$ cat src/rtl/qspi_flash_ctrl_pkg.sv
// Shared types, phase lengths and pin-drive helper for the quad-SPI read controller.
package qspi_flash_ctrl_pkg;

    typedef enum logic [2:0] {
        IDLE  = 3'd0,
        INST  = 3'd1,
        ADDR  = 3'd2,
        MODE  = 3'd3,
        DUMMY = 3'd4,
        DATA  = 3'd5,
        GAP   = 3'd6
    } qspi_state_t;

    localparam logic [3:0] INST_CYCLES = 4'd8;
    localparam logic [3:0] ADDR_CYCLES = 4'd8;
    localparam logic [3:0] MODE_CYCLES = 4'd2;
    localparam logic [3:0] DATA_CYCLES = 4'd8;

    localparam logic [7:0] CMD_QREAD_DEF = 8'hEB;
    localparam logic [7:0] MODE_BYTE_DEF = 8'h00;

    function automatic logic qspi_active(input qspi_state_t st);
        return (st != IDLE) && (st != GAP);
    endfunction

    // Returns {oe, dq[3:0]} for SCK period idx of phase st.
    function automatic logic [4:0] qspi_drive(input qspi_state_t st, input logic [2:0] idx,
                                              input logic [31:0] addr, input logic [7:0] cmd,
                                              input logic [7:0] mode);
        logic [7:0]  w_c;
        logic [31:0] w_a;
        logic [7:0]  w_m;
        w_c = cmd << idx;
        w_a = addr << {idx, 2'b00};
        w_m = mode << {idx[0], 2'b00};
        case (st)
            INST:    return {1'b1, 3'b000, w_c[7]};
            ADDR:    return {1'b1, w_a[31:28]};
            MODE:    return {1'b1, w_m[7:4]};
            default: return 5'b0_0000;
        endcase
    endfunction

endpackage

$ cat src/rtl/qspi_flash_ctrl_sck_gen.sv
// SCK generator: half-period counter producing a mode-0 clock and edge strobes.
module qspi_flash_ctrl_sck_gen (
    input  logic       clk,
    input  logic       nrst,
    input  logic       i_en,
    input  logic [3:0] i_half,
    output logic       o_sck,
    output logic       o_rise,
    output logic       o_fall
);

    logic [3:0] r_cnt;
    logic       r_sck;
    logic       w_tick;

    assign w_tick = i_en && (r_cnt == i_half - 4'd1);
    assign o_rise = w_tick && !r_sck;
    assign o_fall = w_tick && r_sck;
    assign o_sck  = r_sck;

    // Disabling returns SCK low immediately so CS can rise with a clean idle clock.
    always_ff @(posedge clk or negedge nrst) begin
        if (!nrst) begin
            r_cnt <= 4'd0;
            r_sck <= 1'b0;
        end else if (!i_en) begin
            r_cnt <= 4'd0;
            r_sck <= 1'b0;
        end else if (w_tick) begin
            r_cnt <= 4'd0;
            r_sck <= ~r_sck;
        end else begin
            r_cnt <= r_cnt + 4'd1;
        end
    end

endmodule

$ cat src/rtl/qspi_flash_ctrl.sv
// Quad-SPI fast-read controller shared by a fetch port and a data port via round-robin.
module qspi_flash_ctrl
    import qspi_flash_ctrl_pkg::*;
#(
    parameter logic [7:0] CMD_QREAD      = CMD_QREAD_DEF,
    parameter logic [7:0] MODE_BYTE      = MODE_BYTE_DEF,
    parameter int         DUMMY_CYCLES   = 4,
    parameter int         CS_HIGH_CYCLES = 2
) (
    input  logic        clk,
    input  logic        nrst,
    input  logic [3:0]  clk_div,
    input  logic        i_req,
    input  logic [31:0] i_addr,
    output logic        i_ready,
    input  logic        d_req,
    input  logic [31:0] d_addr,
    output logic        d_ready,
    output logic [31:0] rdata,
    output logic        busy,
    output logic        flash_cs,
    output logic        flash_sck,
    output logic [3:0]  flash_dq_o,
    output logic        flash_dq_oe,
    input  logic [3:0]  flash_dq_i,
    output logic [2:0]  dbg_state
);

    localparam logic [3:0] DUMMY_LEN = 4'(DUMMY_CYCLES);
    localparam logic [7:0] GAP_LAST  = 8'(CS_HIGH_CYCLES - 2);

    qspi_state_t r_state, w_nstate, w_phase_next;
    logic [3:0]  r_cnt, w_ncnt, w_plen;
    logic        r_done, w_ndone;
    logic [7:0]  r_gap, w_ngap;
    logic        r_gnt_d, w_gnt_d;
    logic        r_rr_d;
    logic        w_grant, w_complete;
    logic [31:0] r_addr, w_addr;
    logic [3:0]  r_n, w_n;
    logic [31:0] r_sh, r_rdata;
    logic        r_i_ready, r_d_ready, r_cs, r_oe;
    logic [3:0]  r_dq_o;
    logic [4:0]  w_drive;
    logic        w_sck, w_rise, w_fall, w_sck_en;

    assign w_n      = (clk_div == 4'd0) ? 4'd1 : clk_div;
    assign w_sck_en = qspi_active(r_state) && !r_done;

    qspi_flash_ctrl_sck_gen u_sck_gen (
        .clk    (clk),
        .nrst   (nrst),
        .i_en   (w_sck_en),
        .i_half (r_n),
        .o_sck  (w_sck),
        .o_rise (w_rise),
        .o_fall (w_fall)
    );

    always_comb begin
        w_plen       = 4'd1;
        w_phase_next = IDLE;
        case (r_state)
            INST:    begin w_plen = INST_CYCLES; w_phase_next = ADDR;  end
            ADDR:    begin w_plen = ADDR_CYCLES; w_phase_next = MODE;  end
            MODE:    begin w_plen = MODE_CYCLES; w_phase_next = DUMMY; end
            DUMMY:   begin w_plen = DUMMY_LEN;   w_phase_next = DATA;  end
            DATA:    begin w_plen = DATA_CYCLES; w_phase_next = DATA;  end
            default: begin w_plen = 4'd1;        w_phase_next = IDLE;  end
        endcase
    end

    always_comb begin
        w_nstate   = r_state;
        w_ncnt     = r_cnt;
        w_ndone    = r_done;
        w_ngap     = r_gap;
        w_gnt_d    = r_gnt_d;
        w_addr     = r_addr;
        w_grant    = 1'b0;
        w_complete = 1'b0;
        case (r_state)
            IDLE: begin
                if (i_req || d_req) begin
                    w_grant  = 1'b1;
                    w_gnt_d  = d_req && (!i_req || r_rr_d);
                    w_addr   = w_gnt_d ? d_addr : i_addr;
                    w_nstate = INST;
                    w_ncnt   = 4'd0;
                end
            end
            GAP: begin
                if (r_gap >= GAP_LAST) w_nstate = IDLE;
                else                   w_ngap   = r_gap + 8'd1;
            end
            default: begin
                // The last data nibble is taken on a rising edge; completion follows one clk later.
                if (r_done) begin
                    w_complete = 1'b1;
                    w_ndone    = 1'b0;
                    w_ngap     = 8'd0;
                    w_nstate   = (CS_HIGH_CYCLES > 1) ? GAP : IDLE;
                end else if (w_rise && (r_state == DATA) && (r_cnt == DATA_CYCLES - 4'd1)) begin
                    w_ndone = 1'b1;
                end else if (w_fall) begin
                    if (r_cnt == w_plen - 4'd1) begin
                        w_nstate = w_phase_next;
                        w_ncnt   = 4'd0;
                    end else begin
                        w_ncnt = r_cnt + 4'd1;
                    end
                end
            end
        endcase
        w_drive = qspi_drive(w_nstate, w_ncnt[2:0], w_addr, CMD_QREAD, MODE_BYTE);
    end

    always_ff @(posedge clk or negedge nrst) begin
        if (!nrst) begin
            r_state <= IDLE;
            r_cnt   <= 4'd0;
            r_done  <= 1'b0;
            r_gap   <= 8'd0;
        end else begin
            r_state <= w_nstate;
            r_cnt   <= w_ncnt;
            r_done  <= w_ndone;
            r_gap   <= w_ngap;
        end
    end

    always_ff @(posedge clk or negedge nrst) begin
        if (!nrst) begin
            r_addr    <= 32'd0;
            r_n       <= 4'd1;
            r_gnt_d   <= 1'b0;
            r_rr_d    <= 1'b1;
            r_sh      <= 32'd0;
            r_rdata   <= 32'd0;
            r_i_ready <= 1'b0;
            r_d_ready <= 1'b0;
            r_cs      <= 1'b1;
            r_oe      <= 1'b0;
            r_dq_o    <= 4'd0;
        end else begin
            if (w_grant) begin
                r_addr  <= w_addr;
                r_n     <= w_n;
                r_gnt_d <= w_gnt_d;
                r_rr_d  <= !w_gnt_d;
            end
            if (w_rise && (r_state == DATA)) r_sh <= {r_sh[27:0], flash_dq_i};
            // Nibble stream is byte0 first; reorder so byte at addr lands in [7:0].
            if (w_complete) r_rdata <= {r_sh[7:0], r_sh[15:8], r_sh[23:16], r_sh[31:24]};
            r_i_ready <= w_complete && !r_gnt_d;
            r_d_ready <= w_complete && r_gnt_d;
            r_cs      <= !qspi_active(w_nstate);
            r_oe      <= w_drive[4];
            r_dq_o    <= w_drive[3:0];
        end
    end

    assign i_ready     = r_i_ready;
    assign d_ready     = r_d_ready;
    assign rdata       = r_rdata;
    assign busy        = (r_state != IDLE);
    assign flash_cs    = r_cs;
    assign flash_sck   = w_sck;
    assign flash_dq_o  = r_dq_o;
    assign flash_dq_oe = r_oe;
    assign dbg_state   = r_state;

endmodule

$ cat config.mk
export PLATFORM = sky130hd
export DESIGN_NAME = qspi_flash_ctrl
export DESIGN_NICKNAME = d
export VERILOG_FILES = /design/src/rtl/qspi_flash_ctrl_pkg.sv /design/src/rtl/qspi_flash_ctrl_sck_gen.sv /design/src/rtl/qspi_flash_ctrl.sv
export SDC_FILE = /design/constraint.sdc
export NUM_CORES = 1
export LEC_CHECK = 0
export BUFFER_PORTS_ARGS = -buffer_cell sky130_fd_sc_hd__buf_2
export CORE_ASPECT_RATIO = 0.7
export CORE_MARGIN = 2
export CORE_UTILIZATION = 30
export DETAILED_ROUTE_END_ITERATION = 8
export PLACE_DENSITY_LB_ADDON = 0.1
export SYNTH_ARGS = -nofsm -noshare
export SYNTH_HDL_FRONTEND = slang
export SYNTH_SLANG_ARGS = --single-unit
$ cat constraint.sdc
create_clock -name clk -period 3.15 [get_ports clk]
set_clock_uncertainty 0.1 [all_clocks]
set_input_delay 0.315 -clock clk [delete_from_list [all_inputs] [get_ports clk]]
set_output_delay 0.315 -clock clk [all_outputs]
set_load 0.01 [all_outputs]
After elaboration in Yosys (flattened, before gate mapping)
Index checks and enable logic that the tools add are counted.

cells by class
  multiplexer cells = 35
  order comparisons = 1
  equal/unequal tests = 19
  $add $sub $neg = 5
  shift operators = 3
  reductions and logical operators = 30
  bitwise logic cells = 3

operators with widths
  kind                 number
  $mux 32              3
  $mux 4               8
  $shl 32x5->32        1
  $mux 3               6
  $mux 8               2
  $pmux 8 s2           1
  $pmux 5 s3           1
  $eq 3x2->1 const B   4
  $pmux 3 s4           1
  $pmux 4 s3           1
  $logic_and 1x1->1    11
  $mux 1               10
  $eq 3x3->1 const B   3
  $add 4x1->4 const B  2
  $add 8x1->8 const B  1
  $eq 4x4->1           2
  $ge 8x1->1 const B   1
  $pmux 4 s2           1
  $shl 1x3->8 const A  1
  $shl 8x3->8 const A  1
  $sub 4x1->4 const B  2
  $eq 3x1->1 const B   2
  $logic_not 1->1      6
  $ne 2x2->1 const B   3
  other kinds (14)     22

storage, ports and cells
  input bits = 76
  word-level logic and storage cells = 114
  output and inout port bits = 45
  register bits after elaboration = 131

Longest topological paths before layout
  depth in word-level cells = 13
  depth in mapped cells = 12
  mapped depth without buffers = 11

Hierarchy
A second synthesis with hierarchy kept.

unflattened totals
  cells, all modules = 485
  area, all modules = 5672.9 um^2

modules (own cells, without submodules)
  module                   sequential area each (um^2)  cells each  area an instance (um^2)  times used
  qspi_flash_ctrl          2956.6                       454         5355.1                   1
  qspi_flash_ctrl_sck_gen  125.1                        31          317.8                    1

Least setup slack after synthesis
No wires, ideal clock.

  path type = reg2reg
  start point = register r_n[0]
  end point = register r_dq_o[1] (netlist: flash_dq_o[1])
  data required time = 2929 ps
  path slack = 216 ps
  stages on the path, launching flop included = 13
  clock period less this slack = 2934 ps
  buffers on the path = 1
  data arrival time = 2713 ps
  setup time = 121 ps
  cells stage by stage = dfstp_2 > inv_1 > ha_1 > xor3_1 > nor3_2 > nand3_1 > and3_1 > a31oi_4 > inv_2 > buf_2 > a21oi_1 > a32oi_1 > a22o_1

between the ends
  word-level cells in the longest chain between the ends = 11
  elaborated cells between the ends (all ways) = 21
  those cells by class = add/sub: 1; eq/ne: 4; shift: 2; mux: 9; reduce/logical: 5

ends and longest elaborated chain
  item                            line                           RTL
  from (decl)                     qspi_flash_ctrl.sv:40          logic [3:0] r_n, w_n;
  from (signal assigned)          qspi_flash_ctrl.sv:148         r_n <= w_n;
  $sub 4x1->4 (*)                 qspi_flash_ctrl_sck_gen.sv:16  assign w_tick = i_en && (r_cnt == i_half - 4'd1);
  $eq 4x4->1 (*)                  qspi_flash_ctrl_sck_gen.sv:16
  $logic_and 1x1->1 (*)           qspi_flash_ctrl_sck_gen.sv:16
  $logic_and 1x1->1               qspi_flash_ctrl_sck_gen.sv:17  assign o_rise = w_tick && !r_sck;
  $logic_and 1x1->1 (2 in a row)  qspi_flash_ctrl.sv:103         end else if (w_rise && (r_state == DATA) && (r_cnt == DATA_CYCLES - 4'd1)) begin
  $mux 4 (*)                      qspi_flash_ctrl.sv:103
  $mux 4 (*)                      qspi_flash_ctrl.sv:98          if (r_done) begin
  $pmux 4 s2 (*)                  qspi_flash_ctrl.sv:82          case (r_state)
  net w_ncnt[1]                   qspi_flash_ctrl.sv:33          logic [3:0] r_cnt, w_ncnt, w_plen;
  $shl 32x5->32 (*)               qspi_flash_ctrl_pkg.sv:34      w_a = addr << {idx, 2'b00};
  $pmux 5 s3 (*)                  qspi_flash_ctrl_pkg.sv:36      case (st)
  net w_drive[1]                  qspi_flash_ctrl.sv:44          logic [4:0] w_drive;
  to (signal assigned)            qspi_flash_ctrl.sv:159         r_dq_o <= w_drive[3:0];
  to (decl)                       qspi_flash_ctrl.sv:43          logic [3:0] r_dq_o;

The timed path passes the listed nets; every way through them passes the cells marked *. The select of a mux whose other input is x is not followed.
A chain may end at the register's enable or synchronous reset.

Final worst setup path
  start point = register r_n[0]
  end point = register r_dq_o[0] (netlist: flash_dq_o[0])

between the ends
  word-level cells in the longest chain between the ends = 11
  elaborated cells between the ends (all ways) = 22
  those cells by class = add/sub: 1; eq/ne: 4; shift: 3; mux: 9; reduce/logical: 5

ends and longest elaborated chain
  item                                             line                           RTL
  $sub 4x1->4 (*)                                  qspi_flash_ctrl_sck_gen.sv:16
  $eq 4x4->1 (*)                                   qspi_flash_ctrl_sck_gen.sv:16
  $logic_and 1x1->1 (*)                            qspi_flash_ctrl_sck_gen.sv:16
  $logic_and 1x1->1                                qspi_flash_ctrl_sck_gen.sv:17
  $logic_and 1x1->1 (2 in a row)                   qspi_flash_ctrl.sv:103
  $mux 3 (*)                                       qspi_flash_ctrl.sv:103
  $mux 3 (*)                                       qspi_flash_ctrl.sv:98
  $pmux 3 s2 (*)                                   qspi_flash_ctrl.sv:82
  net w_nstate[1]                                  qspi_flash_ctrl.sv:32          qspi_state_t r_state, w_nstate, w_phase_next;
  $eq 3x2->1 / $eq 3x1->1 (equally long branches)  qspi_flash_ctrl_pkg.sv:36
  $pmux 5 s3 (*)                                   qspi_flash_ctrl_pkg.sv:36
  net w_drive[0]                                   qspi_flash_ctrl.sv:44

Marks and branches as above.

==> metrics.md <==
| Metric | Value |
|---|---|
| Initial antenna violation count | 0 |
| CP Class | register to register |
| EDFF count, synth | 0 |
| Fin area | about 7000 µm² |
| Top-Level Pins | roughly 120 |
| Area grow syn2layout | 27.9% |
| Post-synth ARST share | 100% |
| M1 GR Usage | between 20% and 30% |
| Overall routing resource usage | 14.3% |
| Final GP Congestion | approximately 0.8 |
| Crit path max fanout | 5 |
| Start point of the critical path | r_n[0]$_DFFE_PN1P_ |
| Via count | approximately 4k |
| # port buffers | 120 |
| Drt drc | 0 |
| Clock buffer depth | 2 |
| Setup tns final | 0 ns |
| Root buffer cell | clkbuf_16 |
| Pre-antenna DRT Iters | 4 |
| Overall Power | 5.51 mW |
| Vias/cell | 4.70 |
| Final hold viol count | 0 |
| Synth top cells by count | 120 x dfrtp_1, 65 x mux2_2, 64 x nand2_1 |
| Status | complete, no violations |
| Row cnt | 41 |
| Cell Pwr Density | about 770 nW/µm² |
| GR Overflow Total | 0 |
| Slew headroom | 48.8% |
| Worst hold start | flash_dq_i[2] |
| CTS HTree Levels | 4 |
| DP Wirelength | 9.42 mm |
| Setup ws final | 0.121 ns |
| CP Data Required Time | between 3 and 4 ns |
| CTS sink cnt | 123 |
| Met2 usage | about a fifth |
| Initial Util | 30.8% |
| Synth Register Bits | 123 |
| Total Routed Length | 13.3 mm |
| Total inserted antenna cells | 0 |
| Synth Area in Simple Gates | a little under a tenth |
| Average size of a mapped cell | 11.9 µm² |
| Synth Area in Adders | 0.673% |
| Most common cell in the netlist | dfrtp_1 |
| Synth warn | 0 |
| Register-to-Register Path Depth | 11 |
| Share of layout cells above drive strength 1 | 41.7% |
| WHS Path Cells | 2 |
| Post-synth top area share | 53.8% |
| DRT iter0 DRCs | 205 |
| Global-route wire length before repair | 22.1 mm |
| Tmin final | 3.03 ns |
| Placed cell areas | 6530 µm² |
| Crit end category | register |
| Unrepaired setup endpoints after global routing | false |
| Netlist cell types | 52 |
| Main combinational cell family by area after synthesis | multiplexers |
| Min Hold Slack | approximately 0.037 ns |
| Vias in the first global route | ~4.2k |
| Final Slew Violations | 0 |
| Core Util, Final | 39.4% |
| Synth Instances | 470 |
| Core ar. | 18,100 µm² |
| R2r startpoint | r_n[0]$_DFFE_PN1P_ |
| Final period util | 96.2% |
| Synth top area cells | dfrtp_1 54%, mux2_2 13%, mux2i_1 6.8%, nand2_1 4.3%, o21ai_0 3.3% |
| Post-placement setup slack | 0.0172 ns |
| Yosys top cell by area | dfrtp_1 |
| Min-delay worst type | input port to register |
| Largest net degree at the start of global routing | 67 |
| Critical path startpoint category | register |
| WL per Instance | 15.6 µm |
| ANT nets after route | 0 |
| Slew at the pin closest to its max-slew limit | 0.768 ns |
| Fmax | 0.330 GHz |
| Register Area | 3080 µm² |
| Commonest register cell after synthesis | dfrtp_1 |
| Peak supply drop | 0.363 mV |
| CTS tree | built |
| Full die area | 19,700 µm² |
| Met3 Usage GRT | between 3 and 4% |
| Cell Area, Synth | 5580 µm² |
| Seq/Total Area, Yosys | 55.2% |
| Die height | roughly 120 µm |
| Multi-input logic area | 2390 µm² |
| Clk pin slew, worst setup/hold paths | about 0.06 ns |
| Placed cells | 817 |
| Busiest grt layer | met2 |
| Fillers | 1,785 |
| NumNets Final | between 600 and 700 |
| Setup Viol. Count Final | 0 |
| Max-Cap Viols | 0 |
| Leakage | 3.68 nW |
| Post-synthesis compound-gate area fraction | 10.0% |
| Die X | 167 µm |
| FF-to-FF setup slack | ~0.12 ns |
| Mux share of post-synthesis cell area | 19.9% |
| Skew-Pair Late Insertion Delay | slightly above 0.4 ns |
| Post-route insts no fill | 852 |
| CTS Buf Count | 17 |
| Mapped Nets | 549 |
| WP data arrival | 3.22 ns |
| Synth Area in XOR/XNOR | between 1.5 and 2% |
-- registers in the layout, summed over array words and instances (netlist names) --
register	count
flash_cs	1
r_addr	32
r_cnt	4
r_done	1
i_ready	1
r_gnt_d	1
u_sck_gen.r_cnt	4
u_sck_gen.o_sck	1
flash_dq_o	4
r_sh	32
d_ready	1
rdata	32
flash_dq_oe	1
r_n	4
r_rr_d	1
dbg_state	3
-- timing repair --
item | CTS | global route
gates cloned | 0 | 0
endpoints found under the hold margin | 54 | 0
pin swaps | 0 | 3
setup buffers | 1 | 1
gates resized for setup | 2 | 3
endpoints found under the setup margin | 1 | 4
hold buffers | 1 | 0
-- where the power goes --
part | switching (mW) | internal [mW] | total (mW)
logic | 0.839 | 0.688 | 1.53
registers | 0.238 | 1.90 | 2.14
clock network | 0.741 | 1.10 | 1.84
-- layer usage --
metal  up-vias  share of wire (%)
met5         -                  0
met4         0                1.2
met3        14                4.7
met2       101                 44
met1      1954                 50
li1       1934                  -
-- layout by cell type, fill, tap and decap left out, types with 2 or more instances in the layout --
cell        count
clkinv_2        4
buf_2         119
buf_4          18
and3_1          3
mux2_2         65
inv_2           2
nand3_1         2
xor2_1          3
clkinv_4        3
nor4_1          2
mux2i_1        38
a31oi_1         2
nor3_1          5
nor3_4          2
a22o_1          4
a21oi_1        12
o21ai_4         2
dfrtp_1       120
inv_1          10
xnor2_1         7
clkinvlp_4      5
nand4_1         3
or3_1           2
dfstp_2         3
nand2_1        64
clkbuf_16      17
ha_1            3
o31a_1          2
o21ai_0        37
nand2b_1        4
nor2b_1         2
a32oi_1         6
nor2_1         15
-- cell type report --
class | count | share of cell area [%]
clock buffers | 18 | 6.15
flip-flops and latches | 123 | 43.2
well taps | 236 | 4.14
repair buffers | 139 | 10.7
clock inverters | 14 | 1.72
inverters | 12 | 0.631
multi-input cells | 310 | 33.5
-- path summary, 6_finish.rpt --
kind	to
max reg2reg	flash_dq_o[0]$_DFF_PN0_
min	r_sh[2]$_DFFE_PN0P_
max	flash_dq_o[0]$_DFF_PN0_
max in group asynchronous	i_ready$_DFF_PN0_
min in group asynchronous	r_addr[13]$_DFFE_PN0P_
min reg2reg	i_ready$_DFF_PN0_
-- logic make-up after synthesis --
family / after synthesis
compound gates: 80
simple gates: 113
flops: 123
fa+ha+maj: 3
buf+inv: 37
xor+xnor: 11
mux: 103
-- critical path, cell delays in order (launching register included) --
cell,delay (ns)
dfstp_2,0.55
inv_1,0.05
ha_1,0.20
xor3_1,0.36
nor3_2,0.19
nand3_2,0.17
nor3_1,0.30
o211ai_1,0.26
nand4_1,0.18
buf_4,0.16
nor2b_4,0.06
a221o_1,0.32
No activity file was read; power rests on OpenSTA's default activity.
